`src/rtl/regfile_pkg.sv`:
```
// Shared constants for the multi-port register file: default geometry and
// legal port-count limits used by the elaboration-time parameter check.
package regfile_pkg;

    localparam int DEF_DATA_W = 32;
    localparam int DEF_ADDR_W = 5;
    localparam int DEF_NUM_RD = 2;
    localparam int DEF_NUM_WR = 2;

    localparam int RD_MIN = 1;
    localparam int RD_MAX = 4;
    localparam int WR_MIN = 1;
    localparam int WR_MAX = 2;

    // True when the requested port counts fall inside the supported range.
    function automatic bit portsLegal(input int nRd, input int nWr);
        return (nRd >= RD_MIN) && (nRd <= RD_MAX) && (nWr >= WR_MIN) && (nWr <= WR_MAX);
    endfunction

endpackage

```
`src/rtl/reg_busy_sb.sv`:
```
// Register scoreboard: one busy bit per register. A producer issue sets the
// bit, a write to the register clears it, and a same-cycle set beats the
// clear. Read ports see the post-resolution value one cycle later.
module reg_busy_sb
    import regfile_pkg::*;
#(
    parameter int ADDR_W = DEF_ADDR_W,
    parameter int NUM_RD = DEF_NUM_RD,
    parameter int NUM_WR = DEF_NUM_WR
) (
    input  logic                           clk,
    input  logic                           rst,
    input  logic                           setEn,
    input  logic [ADDR_W-1:0]              setAddr,
    input  logic [NUM_WR-1:0]              clrEn,
    input  logic [NUM_WR-1:0][ADDR_W-1:0]  clrAddr,
    input  logic [NUM_RD-1:0]              rdEn,
    input  logic [NUM_RD-1:0][ADDR_W-1:0]  rdAddr,
    output logic [NUM_RD-1:0]              rdBusy
);

    localparam int DEPTH = 2 ** ADDR_W;

    logic [DEPTH-1:0] busy;
    logic [DEPTH-1:0] busyNext;

    // Resolve this cycle's clears, then the set so a new producer wins.
    always_comb begin
        busyNext = busy;
        for (int k = 0; k < NUM_WR; k++) begin
            if (clrEn[k]) busyNext[clrAddr[k]] = 1'b0;
        end
        if (setEn) busyNext[setAddr] = 1'b1;
    end

    // Busy-bit storage.
    always_ff @(posedge clk or negedge rst) begin
        if (!rst) busy <= '0;
        else      busy <= busyNext;
    end

    // Registered per-port busy lookup, bypassed through busyNext; holds when idle.
    always_ff @(posedge clk or negedge rst) begin
        if (!rst) begin
            rdBusy <= '0;
        end else begin
            for (int p = 0; p < NUM_RD; p++) begin
                if (rdEn[p]) rdBusy[p] <= busyNext[rdAddr[p]];
            end
        end
    end

endmodule

```
`src/rtl/reg_file_mrnw.sv`:
```
// Multi-read / multi-write register file with write-through bypass, optional
// hard-wired zero register and an attached busy scoreboard. All outputs are
// registered; read latency is one cycle.
module reg_file_mrnw
    import regfile_pkg::*;
#(
    parameter int DATA_W   = DEF_DATA_W,
    parameter int ADDR_W   = DEF_ADDR_W,
    parameter int NUM_RD   = DEF_NUM_RD,
    parameter int NUM_WR   = DEF_NUM_WR,
    parameter int ZERO_REG = 1
) (
    input  logic                       clk,
    input  logic                       rst,
    input  logic [NUM_WR-1:0]          wr_en,
    input  logic [NUM_WR*ADDR_W-1:0]   wr_addr,
    input  logic [NUM_WR*DATA_W-1:0]   wr_data,
    input  logic [NUM_RD-1:0]          rd_en,
    input  logic [NUM_RD*ADDR_W-1:0]   rd_addr,
    output logic [NUM_RD*DATA_W-1:0]   rd_data,
    output logic [NUM_RD-1:0]          rd_busy,
    input  logic                       sb_set_en,
    input  logic [ADDR_W-1:0]          sb_set_addr
);

    localparam int DEPTH = 2 ** ADDR_W;
    localparam bit ZR    = (ZERO_REG != 0);

    // Reject unsupported port counts while elaborating.
    if (!portsLegal(NUM_RD, NUM_WR)) begin : gBadParam
        $error("reg_file_mrnw: NUM_RD=%0d / NUM_WR=%0d outside supported range",
               NUM_RD, NUM_WR);
    end

    typedef struct packed {
        logic              en;
        logic [ADDR_W-1:0] addr;
        logic [DATA_W-1:0] data;
    } wrReq_t;

    wrReq_t [NUM_WR-1:0]             wrReq;
    logic   [NUM_WR-1:0]             wrEnEff;
    logic   [NUM_WR-1:0][ADDR_W-1:0] wrAddrV;
    logic   [NUM_RD-1:0][ADDR_W-1:0] rdAddrV;
    logic   [NUM_RD-1:0][DATA_W-1:0] rdQ;
    logic   [DEPTH-1:0][DATA_W-1:0]  mem;
    logic                            setEnEff;

    assign rdAddrV = rd_addr;
    assign rd_data = rdQ;

    // Writes aimed at a hard-wired zero register are dropped here, so neither
    // storage, bypass nor scoreboard clear ever sees them.
    for (genvar k = 0; k < NUM_WR; k++) begin : gWr
        logic [ADDR_W-1:0] a;
        assign a        = wr_addr[k*ADDR_W +: ADDR_W];
        assign wrReq[k] = '{en:   wr_en[k] && !(ZR && (a == '0)),
                            addr: a,
                            data: wr_data[k*DATA_W +: DATA_W]};
        assign wrEnEff[k] = wrReq[k].en;
        assign wrAddrV[k] = wrReq[k].addr;
    end

    assign setEnEff = sb_set_en && !(ZR && (sb_set_addr == '0));

    // Storage; ascending port order lets the higher index win a collision.
    always_ff @(posedge clk or negedge rst) begin
        if (!rst) begin
            mem <= '0;
        end else begin
            for (int k = 0; k < NUM_WR; k++) begin
                if (wrReq[k].en) mem[wrReq[k].addr] <= wrReq[k].data;
            end
        end
    end

    for (genvar p = 0; p < NUM_RD; p++) begin : gRd
        logic [DATA_W-1:0] rdNext;

        // Array value, overridden by same-cycle writes (highest port last).
        always_comb begin
            rdNext = mem[rdAddrV[p]];
            for (int k = 0; k < NUM_WR; k++) begin
                if (wrReq[k].en && (wrReq[k].addr == rdAddrV[p])) rdNext = wrReq[k].data;
            end
            if (ZR && (rdAddrV[p] == '0)) rdNext = '0;
        end

        // Registered read data; holds while the port is idle.
        always_ff @(posedge clk or negedge rst) begin
            if (!rst)          rdQ[p] <= '0;
            else if (rd_en[p]) rdQ[p] <= rdNext;
        end
    end

    // Register 0 can never become busy when hard-wired, so its busy reads are 0.
    reg_busy_sb #(
        .ADDR_W (ADDR_W),
        .NUM_RD (NUM_RD),
        .NUM_WR (NUM_WR)
    ) uSb (
        .clk     (clk),
        .rst     (rst),
        .setEn   (setEnEff),
        .setAddr (sb_set_addr),
        .clrEn   (wrEnEff),
        .clrAddr (wrAddrV),
        .rdEn    (rd_en),
        .rdAddr  (rdAddrV),
        .rdBusy  (rd_busy)
    );

endmodule

```
`config.mk`:
```
export PLATFORM = sky130hd
export DESIGN_NAME = reg_file_mrnw
export DESIGN_NICKNAME = d
export VERILOG_FILES = /design/src/rtl/regfile_pkg.sv /design/src/rtl/reg_busy_sb.sv /design/src/rtl/reg_file_mrnw.sv
export SDC_FILE = /design/constraint.sdc
export NUM_CORES = 2
export LEC_CHECK = 0
export BUFFER_PORTS_ARGS = -buffer_cell sky130_fd_sc_hd__buf_2
export CORE_AREA = 4 4 376 378
export CTS_CLUSTER_SIZE = 20
export DETAILED_ROUTE_END_ITERATION = 7
export DIE_AREA = 0 0 380 382
export PLACE_DENSITY = 0.78
export SYNTH_ARGS = -nofsm -noshare
export SYNTH_HDL_FRONTEND = slang
export SYNTH_HIERARCHICAL = 1
export SYNTH_SLANG_ARGS = --single-unit
```
`constraint.sdc`:
```
create_clock -name clk -period 2.5 [get_ports clk]
set_clock_uncertainty 0.15 [all_clocks]
set_input_delay 0.375 -clock clk [delete_from_list [all_inputs] [get_ports clk]]
set_output_delay 0.375 -clock clk [all_outputs]
set_load 0.005 [all_outputs]
```
==> Word-level counts from Yosys, hierarchy flattened <==
Cells that the tools add are included.
{ "op_classes": {"bitwise": 5, "n_reduce_logical": 18, "magnitude_cmp": 8, "eq_ne": 4, "mux": 31} }
{ "ops": {"columns": ["op", "count"], "rows": [
  ["$bwmux 1024", 2],
  ["$mux 1024", 2],
  ["$mux 32", 13],
  ["$bmux 32 s5", 2],
  ["$demux 32 s5", 2],
  ["$and 32x32->32", 2],
  ["$not 32->32", 2],
  ["$or 32x32->32", 1],
  ["$lt 5x6->1 const B", 5],
  ["$logic_not 5->1", 5],
  ["$eq 5x5->1", 4],
  ["$demux 1 s5", 3],
  ["$ge 5x1->1 const B", 3],
  ["$bmux 1 s5", 2],
  ["$logic_and 1x1->1", 10],
  ["$mux 1", 5],
  ["$logic_not 1->1", 3]
]} }
{ "word_totals": {"wordCells": 103, "out_inout_bits": 66, "register_bits": 1122, "inputBits": 96} }

==> Logic depth before layout (Yosys ltp) <==
{ "depth": {"word_depth": 13, "mapped_depth": 12, "mapped_depth_nobuf": 10} }

==> Cells and area by module <==
Netlist, hierarchy kept.
{ "modules_own_cells": {"columns": ["mod", "area_each_um2", "seq_area_each_um2", "n_inst", "cells_each"], "rows": [
  ["reg_file_mrnw", 66084.6, 27226.1, 1, 6061],
  ["reg_busy_sb", 2456.1, 850.8, 1, 288]
]} }

==> Worst setup path before layout <==
Ideal clock, no wire load.
{ "synth_timing": {"path_kind": "input port to flip-flop", "from": "input port wr_addr[0]", "to": "register uSb.rdBusy[0]", "path_stages": 10, "t_required_ps": 2222, "setup_ps": 128, "path_buffers": 1, "arrival_ps": 2749, "path_slack_ps": -527, "cell_sequence": "buf_2 > nor2_1 > a21boi_1 > or4b_4 > o221a_1 > nor4_1 > a211oi_1 > a211o_1 > o22ai_1 > a31oi_1"} }
{ "synth_via": {"elab_cells_between_ends": 17, "cone_classes": "order compare: 2; mux: 7; bitwise: 4; reduce/logical: 4"} }
{ "synth_rtl": {"columns": ["item", "line", "text"], "rows": [
  ["from (decl)", "reg_file_mrnw.sv:16", "input logic [NUM_WR*ADDR_W-1:0] wr_addr,"],
  ["$logic_not 5->1 *", "reg_file_mrnw.sv:57", "assign wrReq[k] = '{en: wr_en[k] && !(ZR && (a == '0)),"],
  ["$logic_not 1->1 *", "reg_file_mrnw.sv:57", null],
  ["$logic_and 1x1->1 *", "reg_file_mrnw.sv:57", null],
  ["named net wrEnEff[0]", "reg_file_mrnw.sv:42", "logic [NUM_WR-1:0] wrEnEff;"],
  ["$mux 32 *", "reg_busy_sb.sv:31", "if (clrEn[k]) busyNext[clrAddr[k]] = 1'b0;"],
  ["$and 32x32->32 (no source line)", null, null],
  ["$mux 32 *", "reg_busy_sb.sv:31", null],
  ["$or 32x32->32 (no source line)", null, null],
  ["$mux 32 *", "reg_busy_sb.sv:33", "if (setEn) busyNext[setAddr] = 1'b1;"],
  ["$bmux 1 s5 *", "reg_busy_sb.sv:48", "if (rdEn[p]) rdBusy[p] <= busyNext[rdAddr[p]];"],
  ["$mux 1 (not written as such) *", "reg_busy_sb.sv:48", null],
  ["to (signal, indexed assignment)", "reg_busy_sb.sv:48", null],
  ["to (decl)", "reg_busy_sb.sv:19", "output logic [NUM_RD-1:0] rdBusy"]
]} }
The timed path passes the listed nets; every way through them passes the cells marked *. The select of a mux whose other input is x is not followed.
A chain may end at the register's enable or synchronous reset.

==> Worst setup path in the final report <==
{ "layout_timing": {"from": "input port sb_set_addr[0]", "to": "register uSb.rdBusy[0]"} }
{ "layout_via": {"elab_chain_cells": 8, "elab_cells_between_ends": 12, "cone_classes": "order compare: 2; mux: 5; bitwise: 1; reduce/logical: 4"} }
{ "layout_lines": {"columns": ["item", "line", "text"], "rows": [
  ["from (decl)", "reg_file_mrnw.sv:23", "input logic [ADDR_W-1:0] sb_set_addr"],
  ["$lt 5x6->1 (not written as such) or $ge 5x1->1 (tied branches)", "reg_busy_sb.sv:33", null],
  ["$logic_and 1x1->1 (not written as such)", "reg_busy_sb.sv:33", null],
  ["$mux 1 (not written as such)", "reg_busy_sb.sv:33", null],
  ["$demux 1 s5", null, null],
  ["$or 32x32->32 (no source line)", null, null],
  ["$mux 32 *", "reg_busy_sb.sv:33", null],
  ["$bmux 1 s5 *", "reg_busy_sb.sv:48", null],
  ["$mux 1 (not written as such) *", "reg_busy_sb.sv:48", null]
]} }
Every way passes the cells marked *; elsewhere a longest branch is shown, timed or not. The select of a mux whose other input is x is not followed.

==> summary.md <==
| Metric | Value |
|---|---|
| Pre-CTS setup slack | `-0.467 ns` |
| Max cap viols | `0` |
| Commonest non-fill, non-tap cell in the layout | `dfrtp_1` |
| CTS clk-pin slew, worst paths | `0.07 ns` |
| PortBufs | `161` |
| Root Driver | `clkbuf_16` |
| Dpl cell area | `75100 um^2` |
| Clock sinks | `1122` |
| Post-synthesis cell area | `68500 um^2` |
| WP data required | `3.03 ns` |
| Critical Path End Type | `flip-flop` |
| Via count | `58922` |
| NumNets Final | `6411` |
| First-pass GRT wire length | `397000 um` |
| Syn Inst Count | `6349` |
| Max frequency | `416 MHz` |
| Area fraction of the dominant cell type after synthesis | `0.410` |
| Crit path largest cell delay | `0.56 ns` |
| Failing checks | `DRC, hold timing` |
| GR Overflow Total | `0` |
| Drt first pass iters | `7` |
| Cells along the critical path | `buf_2 > dlygate4sd3_1 > buf_4 > nor2b_1 > buf_4 > a21oi_1 > a32oi_1 > o211ai_1 > o311ai_0 > buf_4 > o22ai_1 > a31oi_1` |
| Arrival time at the worst endpoint | `2.94 ns` |
| # DRC | `8` |
| Peak supply drop | `0.000622 V` |
| Post-Layout Cell Count | `8219` |
| Endpoints failing setup | `0` |
| Syn. warnings | `6` |
| Final Hold Vio Count | `12` |
| Core area | `137000 um^2` |
| Worst hold margin | `-0.0163 ns` |
| CP Class | `primary input to flip-flop` |
| GPL Wtd Cong | `0.942` |
| Least-Margin Pin Slew | `1.02 ns` |
| HPWL after detailed placement | `163000 um` |
| Slowest cell on crit path | `dlygate4sd3_1` |
| Avg WL per Cell | `33.1 um` |
| Routed WL | `272000 um` |
| Initial antenna violation count | `23` |
| DIE AREA | `145000 um^2` |
| Avg Synthesized Cell Area | `10.8 um^2` |
| Largest cells by area after synthesis | `dfrtp_1, mux4_2, mux2i_1` |
| Drt via density | `7.17` |
| Worst skew pair latency | `0.79 ns` |
| Total GRT Usage | `0.369` |
| Largest net degree at the start of global routing | `110` |
| Area growth, synth to finish | `15.8%` |
| Die Y | `382 um` |
| Hold Crit Class | `primary input to asynchronous set/reset pin` |
| Worst setup SP type | `primary input` |
| Setup tns final | `0 ns` |
| Final Instance Area | `79400 um^2` |
| I/O pin cnt | `162` |
| Yosys cell types | `66` |
| Status | `complete, but fails checks` |
| Period utilization | `0.961` |
| CTS tree | `built` |
| Slew Limit Fails | `0` |
| RSZ-0062 raised after global routing | `false` |
| Clock tree buffer depth | `3` |
| Commonest cells after routing, fill and taps aside | `dfrtp_1, mux2i_1, nand2_1, mux4_2, o21ai_0` |
| Initial DRC Count | `9954` |
| ANT nets after route | `0` |
| Critical path buffers and inverters | `5` |
| Slew headroom | `0.321` |
| Post-CTS Setup Inserts | `0` |
| Cts bufs inserted | `115` |
| Pwr/cell area | `762 nW/um^2` |
| Number of global-route vias before repair | `59377` |
| Crit path max-delay family | `buffers and inverters` |
| Placement Rows | `136` |
| Leading area contributor after synthesis | `dfrtp_1` |
| Synthesized flop and latch total | `1122` |
| Sequential area share after synthesis | `0.410` |
| CP max FO | `8` |
| Minimum clock period after layout | `2.40 ns` |
| Post-synth ARST share | `1.00` |
| Top_reg_cell synth | `dfrtp_1` |
| Number of synthesized flops with an enable pin | `0` |
| Layout cells sized above 1 | `0.237` |
| Synth Net Count | `6445` |
| Placed insts | `7964` |
| Horiz. Die Dim | `380 um` |
| Setup slack after layout | `0.0974 ns` |
| H-Tree Depth | `3` |
| Starting density of the core | `0.499` |
| Cell mode on critical path | `buf_4` |
| P_leak | `34.6 nW` |
## cells by family (layout without fill, tap and decap cells)
logic type	count (synthesis)	count (layout)	synth area share
AOI/OAI and AO/OA	1375	1375	0.111
DFF	1122	1122	0.410
buffers and inverters	813	873	0.0475
other	0	16	0
muxes	1632	1632	0.344
and+or+nand+nor	1387	1387	0.0853
xor gates and xnor gates	20	20	0.00256
## layout make-up
type	instances	area (um^2)
fill	10472	58100
multi-input combinational	4414	37800
sequential	1122	28100
timing repair buffer	651	7230
clock buffer	152	3300
tap	1794	2240
clock inverter	59	674
inverter	11	41.3
antenna	16	40.0
## cells in the mapped netlist (4+ instances only)
| cell type | number |
|---|---|
| nand4_1 | 11 |
| a31oi_1 | 6 |
| a21oi_1 | 452 |
| and3_1 | 38 |
| and3b_1 | 4 |
| nor2b_1 | 77 |
| nor4_1 | 6 |
| xor2_1 | 12 |
| dfrtp_1 | 1122 |
| o31ai_1 | 7 |
| nand4b_1 | 4 |
| mux4_2 | 578 |
| nor3_1 | 8 |
| nand3b_1 | 8 |
| or2_2 | 5 |
| o311ai_0 | 4 |
| buf_1 | 105 |
| nor4bb_1 | 4 |
| mux2i_1 | 1023 |
| buf_4 | 8 |
| nand2b_1 | 8 |
| nand3_1 | 29 |
| a22oi_1 | 128 |
| nand2_1 | 721 |
| o21ai_0 | 561 |
| buf_6 | 5 |
| mux2_2 | 31 |
| a32oi_1 | 6 |
| clkbuf_1 | 577 |
| xnor2_1 | 8 |
| o211ai_1 | 6 |
| inv_1 | 10 |
| buf_2 | 107 |
| o221ai_1 | 57 |
| o21ai_1 | 123 |
| nor2_1 | 437 |
## path summary, 6_finish.rpt
check                          startpoint             to  slack, ns  cells after the start
setup / recovery           sb_set_addr[0]  uSb/rdBusy[0]        0.1                     12
hold reg to reg                    mem[6]         mem[6]       0.25                      0
hold / removal                        rst       mem[129]      -0.02                      2
setup reg to reg                 mem[234]    rd_data[42]       0.28                      5
min in group clk              wr_data[48]       mem[912]       0.01                      3
max in group asynchronous             rst    rd_data[17]       1.21                      3
## power by group
part | internal [mW] | switching [mW]
registers | 22.8 | 3.91
clock network | 10.4 | 8.04
logic | 8.41 | 6.93
## timing repair
action,CTS,global route
endpoints found under the hold margin,959,0
gates resized for setup,0,0
hold buffers,28,0
## metal layers
metal  up-vias  routed length, um  global-route usage
li1      23181                  -                   -
met1     28404              86800               0.445
met2      5536             110000               0.512
met3      1789              49500               0.185
met4        12              25200               0.260
met5         -                 72                   0
## metrics by stage
step	utilization	total power, mW
final	0.577	60.5
after global routing	0.577	62.8
after CTS	0.577	60.0
after detailed placement	0.546	41.6
after global placement	0.546	40.6
after floorplan	-	36.3
## state kept, by name, summed over array words and instances, names as in the netlist
register / cells
mem: 1024
rd_data: 64
uSb/busy: 32
uSb/rdBusy: 2
No activity file was read; power rests on OpenSTA's default activity.
